--- config.mk ---
export PLATFORM = sky130hd
export DESIGN_NAME = latch_bus_sequencer
export DESIGN_NICKNAME = d
export VERILOG_FILES = /design/src/rtl/latch_bus_sequencer_pkg.sv /design/src/rtl/latch_bus_sequencer_timer.sv /design/src/rtl/latch_bus_sequencer.sv
export SDC_FILE = /design/constraint.sdc
export NUM_CORES = 1
export LEC_CHECK = 0
export CAP_MARGIN = 20
export CORE_MARGIN = 3
export CORE_UTILIZATION = 45
export DETAILED_ROUTE_END_ITERATION = 6
export DONT_BUFFER_PORTS = 1
export PLACE_DENSITY = 0.66
export SETUP_SLACK_MARGIN = 0.15
export SYNTH_ARGS = -nofsm -noshare
export SYNTH_HDL_FRONTEND = slang
export SYNTH_SLANG_ARGS = --single-unit
--- constraint.sdc ---
create_clock -name CLK -period 2.8 [get_ports CLK]
set_input_delay 0.56 -clock CLK [delete_from_list [all_inputs] [get_ports CLK]]
set_output_delay 0.56 -clock CLK [all_outputs]
set_load 0.01 [all_outputs]
--- src/rtl/latch_bus_sequencer_pkg.sv ---
// Shared definitions for the ttl373 latch bus sequencer: state encoding and sizing helpers.
package latch_bus_sequencer_pkg;

  localparam int STATE_W = 3;

  typedef enum logic [STATE_W-1:0] {
    ST_IDLE  = 3'd0,
    ST_SETUP = 3'd1,
    ST_LATCH = 3'd2,
    ST_HOLD  = 3'd3,
    ST_DRIVE = 3'd4
  } state_e;

  function automatic int max3(input int a, input int b, input int c);
    int m;
    m = a;
    if (b > m) m = b;
    if (c > m) m = c;
    return m;
  endfunction

endpackage

--- src/rtl/latch_bus_sequencer_timer.sv ---
// Loadable down-counter with a zero flag; one instance is shared by every timed state.
module latch_bus_sequencer_timer #(
  parameter int WIDTH = 2
) (
  input  logic             clk,
  input  logic             reset,
  input  logic             load,
  input  logic [WIDTH-1:0] load_value,
  output logic             zero
);

  logic [WIDTH-1:0] count_q;
  logic [WIDTH-1:0] count_d;

  always_comb begin
    count_d = count_q;
    if (load) begin
      count_d = load_value;
    end else if (count_q != '0) begin
      count_d = count_q - WIDTH'(1);
    end
  end

  always_ff @(posedge clk) begin
    if (reset) begin
      count_q <= '0;
    end else begin
      count_q <= count_d;
    end
  end

  assign zero = (count_q == '0);

endmodule

--- src/rtl/latch_bus_sequencer.sv ---
// Drives D/LE/OE_n of a ttl373 latch: timed write strobes with setup/hold margins and
// level-held read windows, never enabling LE and the latch outputs at the same time.
module latch_bus_sequencer
  import latch_bus_sequencer_pkg::*;
#(
  parameter int DATA_WIDTH   = 8,
  parameter int SETUP_CYCLES = 1,
  parameter int LE_CYCLES    = 2,
  parameter int HOLD_CYCLES  = 1
) (
  input  logic                  CLK,
  input  logic                  RESET,
  input  logic                  WR_REQ,
  input  logic [DATA_WIDTH-1:0] WR_DATA,
  input  logic                  RD_REQ,
  output logic                  BUSY,
  output logic                  DONE,
  output logic [DATA_WIDTH-1:0] D,
  output logic                  LE,
  output logic                  OE_n
);

  localparam int S_EFF = (SETUP_CYCLES > 0) ? SETUP_CYCLES : 0;
  localparam int L_EFF = (LE_CYCLES < 1) ? 1 : LE_CYCLES;
  localparam int H_EFF = (HOLD_CYCLES > 0) ? HOLD_CYCLES : 0;
  localparam int MAX_C = max3(S_EFF, L_EFF, H_EFF);
  localparam int CNT_W = ($clog2(MAX_C + 1) < 1) ? 1 : $clog2(MAX_C + 1);

  // The timer is loaded with N-1 on entry so a state lasts exactly N cycles.
  localparam logic [CNT_W-1:0] S_LOAD = CNT_W'((S_EFF > 0) ? S_EFF - 1 : 0);
  localparam logic [CNT_W-1:0] L_LOAD = CNT_W'(L_EFF - 1);
  localparam logic [CNT_W-1:0] H_LOAD = CNT_W'((H_EFF > 0) ? H_EFF - 1 : 0);
  localparam logic HAS_SETUP = (S_EFF > 0);
  localparam logic HAS_HOLD  = (H_EFF > 0);

  state_e                state_q, state_d;
  logic [DATA_WIDTH-1:0] d_q, d_d;
  logic                  le_q, le_d;
  logic                  oe_n_q, oe_n_d;
  logic                  done_q, done_d;
  logic                  busy_q, busy_d;
  logic                  tmr_load;
  logic [CNT_W-1:0]      tmr_value;
  logic                  tmr_zero;

  latch_bus_sequencer_timer #(
    .WIDTH(CNT_W)
  ) u_timer (
    .clk       (CLK),
    .reset     (RESET),
    .load      (tmr_load),
    .load_value(tmr_value),
    .zero      (tmr_zero)
  );

  always_comb begin
    state_d   = state_q;
    d_d       = d_q;
    le_d      = 1'b0;
    oe_n_d    = 1'b1;
    done_d    = 1'b0;
    busy_d    = 1'b1;
    tmr_load  = 1'b0;
    tmr_value = '0;
    case (state_q)
      ST_IDLE: begin
        if (WR_REQ) begin
          d_d      = WR_DATA;
          tmr_load = 1'b1;
          if (HAS_SETUP) begin
            state_d   = ST_SETUP;
            tmr_value = S_LOAD;
          end else begin
            state_d   = ST_LATCH;
            le_d      = 1'b1;
            tmr_value = L_LOAD;
          end
        end else if (RD_REQ) begin
          state_d = ST_DRIVE;
          oe_n_d  = 1'b0;
        end else begin
          busy_d = 1'b0;
        end
      end
      ST_SETUP: begin
        if (tmr_zero) begin
          state_d   = ST_LATCH;
          le_d      = 1'b1;
          tmr_load  = 1'b1;
          tmr_value = L_LOAD;
        end
      end
      ST_LATCH: begin
        if (!tmr_zero) begin
          le_d = 1'b1;
        end else if (HAS_HOLD) begin
          state_d   = ST_HOLD;
          tmr_load  = 1'b1;
          tmr_value = H_LOAD;
        end else begin
          state_d = ST_IDLE;
          done_d  = 1'b1;
          busy_d  = 1'b0;
        end
      end
      ST_HOLD: begin
        if (tmr_zero) begin
          state_d = ST_IDLE;
          done_d  = 1'b1;
          busy_d  = 1'b0;
        end
      end
      ST_DRIVE: begin
        if (RD_REQ) begin
          oe_n_d = 1'b0;
        end else begin
          state_d = ST_IDLE;
          done_d  = 1'b1;
          busy_d  = 1'b0;
        end
      end
      default: begin
        state_d = ST_IDLE;
        busy_d  = 1'b0;
      end
    endcase
  end

  always_ff @(posedge CLK) begin
    if (RESET) begin
      state_q <= ST_IDLE;
      d_q     <= '0;
      le_q    <= 1'b0;
      oe_n_q  <= 1'b1;
      done_q  <= 1'b0;
      busy_q  <= 1'b0;
    end else begin
      state_q <= state_d;
      d_q     <= d_d;
      le_q    <= le_d;
      oe_n_q  <= oe_n_d;
      done_q  <= done_d;
      busy_q  <= busy_d;
    end
  end

  assign BUSY = busy_q;
  assign DONE = done_q;
  assign D    = d_q;
  assign LE   = le_q;
  assign OE_n = oe_n_q;

endmodule
==> run_results.csv, run 1 <==
group,metric,value,unit
timing,slew_headroom,64.8,%
setup_path,cp_max_fo,12,
place,hpwl,955,um
clocking,post_cts_resize_count,0,
detailed_routing,dr.pass1.iters,5,
yosys,syn_inst,84,
detailed_routing,route.detailed.drc,0,
power_and_ir_drop,total_power,0.000750,W
timing,rsz0062_at_grt,"false",
final_layout,final_area,754,um2
yosys,yosys_register_bits,17,
floorplan,initial_core_util,48.5,%
setup_path,start_kind,"register",
global_routing,antenna_found_initial,0,
clocking,cts_max_path_buffers,2,
clocking,clk_latency,0.28,ns
setup_path,regToRegSetupSlack,1.31,ns
timing,setup_viol,0,
global_routing,overflow,0,
detailed_routing,ant_nets,0,
floorplan,die-area,0.00217,mm2
detailed_routing,wirelength,1340,um
yosys,synth_fp_nets,97,
yosys,synthMuxAreaShare,1.52,%
place,placed_cell_area,727,um2
final_layout,synthToLayoutAreaGrowth,2.03,%
detailed_routing,vias_per_cell,5.67,
run_status,status,"completed",
global_routing,grt_pass1_wl,2070,um
global_routing,grt_usage,13.9,%
clocking,cts_max_level,1,
floorplan,die_h,46.5,um
clocking,cts_buffers,3,
detailed_routing,detail_route.wl_per_cell,13.5,um
clocking,root_buffer,"clkbuf_4",
floorplan,die_x,46.5,um
setup_path,worstPathArrival,1.66,ns
timing,max_freq,0.672,GHz
place,routabilityCongestion,0.781,
timing,setup-tns-final,0,ns
setup_path,worstSetupEndpointType,"register",
yosys,synthDistinctLibCells,27,
power_and_ir_drop,p_per_area,994,mW/mm2
power_and_ir_drop,p_leak,0.287,nW
power_and_ir_drop,ir_drop,381,uV
flow_run,drv_cap,0,
yosys,synth-compound-area-share,14.6,%
timing,period_minus_slack,1.49,ns
timing,finalHoldViolations,0,
final_layout,nets,97,
clocking,cts_tree,"done",
min_path,min_path_type,"in2reg",
clocking,clock-sinks,17,
final_layout,final_core_util,49.5,%
yosys,synth_warnings,0,
yosys,synth-seq-area-share,46.0,%
final_layout,drive_gt1_share,9.64,%
floorplan,io_pins,24,
yosys,synth_xor_area_share,2.37,%
final_layout,n_antenna_cell,0,
yosys,synthSimpleGateAreaFrac,27.4,%
global_routing,grt_pass1_vias,488,
floorplan,row_count,14,
clocking,cts.hold.buffers_added,0,
timing,fin_skew,0.0106,ns
yosys,synth_adder_area_share,1.69,%
detailed_routing,drt_iter0_markers,9,
detailed_routing,dr_total_vias,561,
place,port_buffers,0,
floorplan,core,0.00152,mm2
timing,slew_violations,0,
setup_path,worstPathRequired,2.97,ns
yosys,synth_area,739,um2
setup_path,worstSetupPathType,"reg2reg",
clocking,cts.clk_slew.worst_paths,0.10,ns
yosys,synth_top_family_by_area,"simple AND/OR/NAND/NOR gates",
global_routing,grt_max_degree,17,
clocking,postCtsSetupRepairBufs,0,
timing,min_period_over_period,53.1,%
timing,tightest_slew,0.528,ns
yosys,synth_area_per_cell,8.80,um2
==> area by class of cell <==
type                       count  area, um2
fill                         164        769
multi-input combinational     58        352
sequential                    17        340
clock buffer                   3       22.5
tap                           16       20.0
inverter                       4       15.0
clock inverter                 1       5.00
==> critical path, cell delays in order (launching register included) <==
cell,delay (ns)
dfxtp_1,0.45
or4b_1,0.73
nand2_1,0.12
a21oi_1,0.07
==> metrics by stage <==
step,cells,hold slack (ns),setup WS (ns)
4_1_cts,99,0.321,1.31
5_1_grt,99,0.307,1.24
3_3_place_gp,95,0.468,1.36
3_5_place_dp,95,0.482,1.33
6_report,99,0.327,1.31
2_1_floorplan,84,0.442,1.43
==> power by group <==
group | internal [W] | switching, W
clock | 0.0000529 | 0.0000722
combinational | 0.000115 | 0.000129
sequential | 0.000296 | 0.0000853
total | 0.000464 | 0.000286
==> cells by family after synthesis <==
| logic type | Yosys count |
|---|---|
| AO/OA/AOI/OAI | 18 |
| multiplexers | 1 |
| XOR/XNOR | 2 |
| flip-flops | 17 |
| AND/OR/NAND/NOR | 36 |
| adder cells (fa/ha/maj) | 1 |
| buffers and inverters | 9 |
==> cells in the final DEF, fill, tap and decap left out <==
master and count:
dfxtp_1 17, nand2_1 17, a21oi_1 12, inv_1 4
nor3_1 4, nand2b_1 3, nor2_1 3, clkbuf_4 3
nor4_1 2, nand4b_1 2, o21ai_0 2, xor2_1 1
o21a_1 1, nor4b_4 1, or4b_1 1, and2b_2 1
a2bb2oi_1 1, o22ai_1 1, or3b_1 1, a221oi_2 1
nand3b_1 1, mux2_2 1, xnor2_1 1, ha_1 1
clkinv_2 1
==> Yosys cell counts (all sizes together) <==
library cell | n | area (um2)
buf | 4 | 28.8
o21ai | 2 | 10.0
o21a | 1 | 7.51
nor4b | 1 | 23.8
or3b | 1 | 8.76
ha | 1 | 12.5
a221oi | 1 | 15.0
nand2 | 17 | 63.8
clkbuf | 1 | 3.75
or4b | 1 | 10.0
xor2 | 1 | 8.76
o22ai | 1 | 6.26
nand3b | 1 | 7.51
a2bb2oi | 1 | 8.76
mux2 | 1 | 11.3
and2b | 1 | 8.76
nor3 | 4 | 20.0
xnor2 | 1 | 8.76
dfxtp | 17 | 340
nand2b | 3 | 18.8
nand4b | 2 | 17.5
inv | 4 | 15.0
a21oi | 12 | 60.1
nor2 | 3 | 11.3
nor4 | 2 | 12.5
==> flip-flops by register name (all words and copies together) (netlist names) <==
signal / cells
D: 8
state_q: 3
u_timer.count_q: 2
OE_n: 1
LE: 1
DONE: 1
BUSY: 1
==> per-layer routing <==
layer	vias up	global-route usage, %	routed length [um]
li1	282	-	-
met1	261	16.4	538
met5	-	0	0
met4	0	6.82	0
met2	18	22.3	674
met3	0	4.69	122
==> path summary, 6_finish.rpt <==
check                       endpoint               start  cells past startpoint
hold / removal                  D[7]               RESET                      1
hold reg to reg   u_timer.count_q[0]  u_timer.count_q[0]                      1
setup reg to reg                D[5]          state_q[0]                      3
setup / recovery                D[5]          state_q[0]                      3
Power figures use the tool's default switching activity.
==> inputs of run 2 (changes only) <==
--- a/config.mk
+++ b/config.mk
@@ -10,7 +10,7 @@
 export CORE_UTILIZATION = 45
 export DETAILED_ROUTE_END_ITERATION = 6
 export DONT_BUFFER_PORTS = 1
-export PLACE_DENSITY = 0.66
+export PLACE_DENSITY = 0.68
 export SETUP_SLACK_MARGIN = 0.15
 export SYNTH_ARGS = -nofsm -noshare
 export SYNTH_HDL_FRONTEND = slang
==> constraint.sdc (replaced) <==
create_clock -name CLK -period 1.25 [get_ports CLK]
set_input_delay 0.25 -clock CLK [delete_from_list [all_inputs] [get_ports CLK]]
set_output_delay 0.25 -clock CLK [all_outputs]
set_load 0.01 [all_outputs]
==> run_results.csv, run 2 (same netlist as run 1, synthesis figures left out) <==
group,metric,value,unit
floorplan,die-area,0.00217,mm2
clocking,cts_max_level,1,
flow_run,drv_cap,0,
final_layout,nets,110,
detailed_routing,dr_total_vias,608,
power_and_ir_drop,p_leak,0.369,nW
detailed_routing,dr.pass1.iters,2,
setup_path,critPathBufInv,2,
setup_path,start_kind,"register",
clocking,root_buffer,"clkbuf_4",
final_layout,n_antenna_cell,0,
setup_path,crit_path_start,"state_q[1]",
floorplan,core,0.00152,mm2
setup_path,crit_top_cell,"buf_6",
setup_path,crit_chain,"buf_6, nor4b_4, buf_6, nand2_2, a21oi_2",
power_and_ir_drop,p_per_area,2270,mW/mm2
setup_path,critPathMaxStageDelay,0.35,ns
final_layout,final_cell_mix,"12 x dfxtp_1, 12 x nand2_1, 9 x buf_4, 6 x a21oi_1, 6 x a21oi_2",
setup_path,crit_family,"simple AND/OR/NAND/NOR gates",
setup_path,worstPathArrival,1.47,ns
setup_path,r2r_end,"D[6]",
floorplan,die_h,46.5,um
clocking,cts_max_path_buffers,2,
setup_path,regToRegSetupSlack,0.007,ns
setup_path,r2r_start,"state_q[1]",
detailed_routing,detail_route.wl_per_cell,14.5,um
timing,setup_viol,0,
floorplan,row_count,14,
global_routing,grt_max_degree,17,
setup_path,ff2ff_path_depth,5,
detailed_routing,wirelength,1620,um
setup_path,worstSetupPathType,"reg2reg",
setup_path,cp_max_fo,6,
floorplan,initial_core_util,48.5,%
final_layout,multi_input_area,424,um2
timing,fin_skew,0.00565,ns
timing,rsz0062_at_grt,"true",
floorplan,io_pins,24,
clocking,clk_latency,0.29,ns
floorplan,die_x,46.5,um
min_path,min_path_type,"in2reg",
global_routing,antenna_found_initial,0,
place,routabilityCongestion,0.716,
setup_path,worstPathRequired,1.48,ns
power_and_ir_drop,ir_drop,965,uV
final_layout,final_core_util,62.1,%
global_routing,grt_pass1_vias,532,
place,port_buffers,0,
clocking,clock-sinks,17,
final_layout,drive_gt1_share,46.9,%
timing,fin_ws,0.00747,ns
timing,max_freq,0.805,GHz
min_path,holdPathStages,1,
final_layout,largest_reg_flops,8,
timing,finalHoldViolations,0,
clocking,cts_tree,"done",
global_routing,grt_pass1_wl,2360,um
clocking,cts.hold.buffers_added,0,
detailed_routing,route.detailed.drc,0,
timing,period_minus_slack,1.24,ns
detailed_routing,drt_iter0_markers,3,
global_routing,grt_usage,15.7,%
timing,slew_headroom,81.0,%
global_routing,overflow,0,
min_path,min_from,"RESET",
min_path,hold_end,"D[4]",
final_layout,n_fill_cell,138,
timing,tightest_slew,0.284,ns
detailed_routing,vias_per_cell,5.43,
clocking,cts_buffers,3,
final_layout,ff_latch_area,347,um2
clocking,cts.clk_slew.worst_paths,0.10,ns
setup_path,crit_slowest_cell,"dfxtp_2",
timing,min_period_over_period,99.4,%
setup_path,worstSetupEndpointType,"register",
timing,slew_violations,0,
detailed_routing,ant_nets,0,
place,place_ws,-0.0272,ns
run_status,status,"completed",
final_layout,synthToLayoutAreaGrowth,27.9,%
place,hpwl,1020,um
-- run 2: cell types whose count changed in the layout (fill, tap and decap cells not counted), moves of 2 or more --
cell     change
nand2_2      +5
buf_6        +4
buf_4        +9
dfxtp_2      +5
nand2_1      -5
dfxtp_1      -5
inv_2        +2
inv_1        -2
a21oi_1      -6
a21oi_2      +6
-- run 2: area by class of cell --
class                   instances  area share (%)
repair buffers                 13            11.9
clock inverters                 1           0.529
inverters                       4            1.59
well taps                      16            2.12
flip-flops and latches         17            36.6
clock buffers                   3            2.38
multi-input cells              58            44.8
-- run 2: worst reg2reg max path: cells and delay by family (launching register included) --
kind	cells	cell delay, ns
and+or+nand+nor	2	0.41
buffers and inverters	2	0.31
DFF	1	0.35
AOI/OAI and AO/OA	1	0.13
-- run 2: how the worst max path moves through the flow --
stage / endpoint / depth (start not counted) / slack [ns]
global placement: D[5] / 3 / -0.004
finish: D[6] / 5 / 0.007
floorplan: D[0] / 4 / 0.03
detailed placement: D[0] / 3 / -0.03
global route: D[6] / 5 / -0.03
CTS: D[6] / 5 / 0.05
-- run 2: stage by stage --
| step | std cells | area, um2 | setup TNS [ns] | total power [W] | hold slack [ns] |
|---|---|---|---|---|---|
| detailed placement | 100 | 781 | -0.125 | 0.00156 | 0.314 |
| global placement | 100 | 781 | -0.00368 | 0.00153 | 0.312 |
| CTS | 112 | 893 | 0 | 0.00205 | 0.00248 |
| finish | 112 | 946 | 0 | 0.00215 | 0.00756 |
| floorplan | 84 | 762 | 0 | 0.00142 | 0.309 |
| global route | 112 | 946 | -0.122 | 0.00230 | -0.0228 |
-- run 2: repair_timing --
item / in CTS / in global routing
resized for setup: 11 / 14
cloned: 1 / 0
hold endpoints to repair: 0 / 14
endpoints found under the setup margin: 12 / 15
buffers inserted: 7 / 0
pin swaps: 17 / 6
-- run 2: where the power goes --
part / switching, W / leakage [nW] / internal [W]
clock network: 0.000168 / 0.0177 / 0.000119
registers: 0.000105 / 0.141 / 0.000675
logic: 0.000519 / 0.209 / 0.000560
-- run 2: layer usage --
layer,vias to the layer above,part of all wire (%),track usage [%]
met2,17,48,23.6
li1,312,-,-
met1,277,45,19.6
met3,2,6.1,7.42
met4,0,0.93,5.11
met5,-,0,0
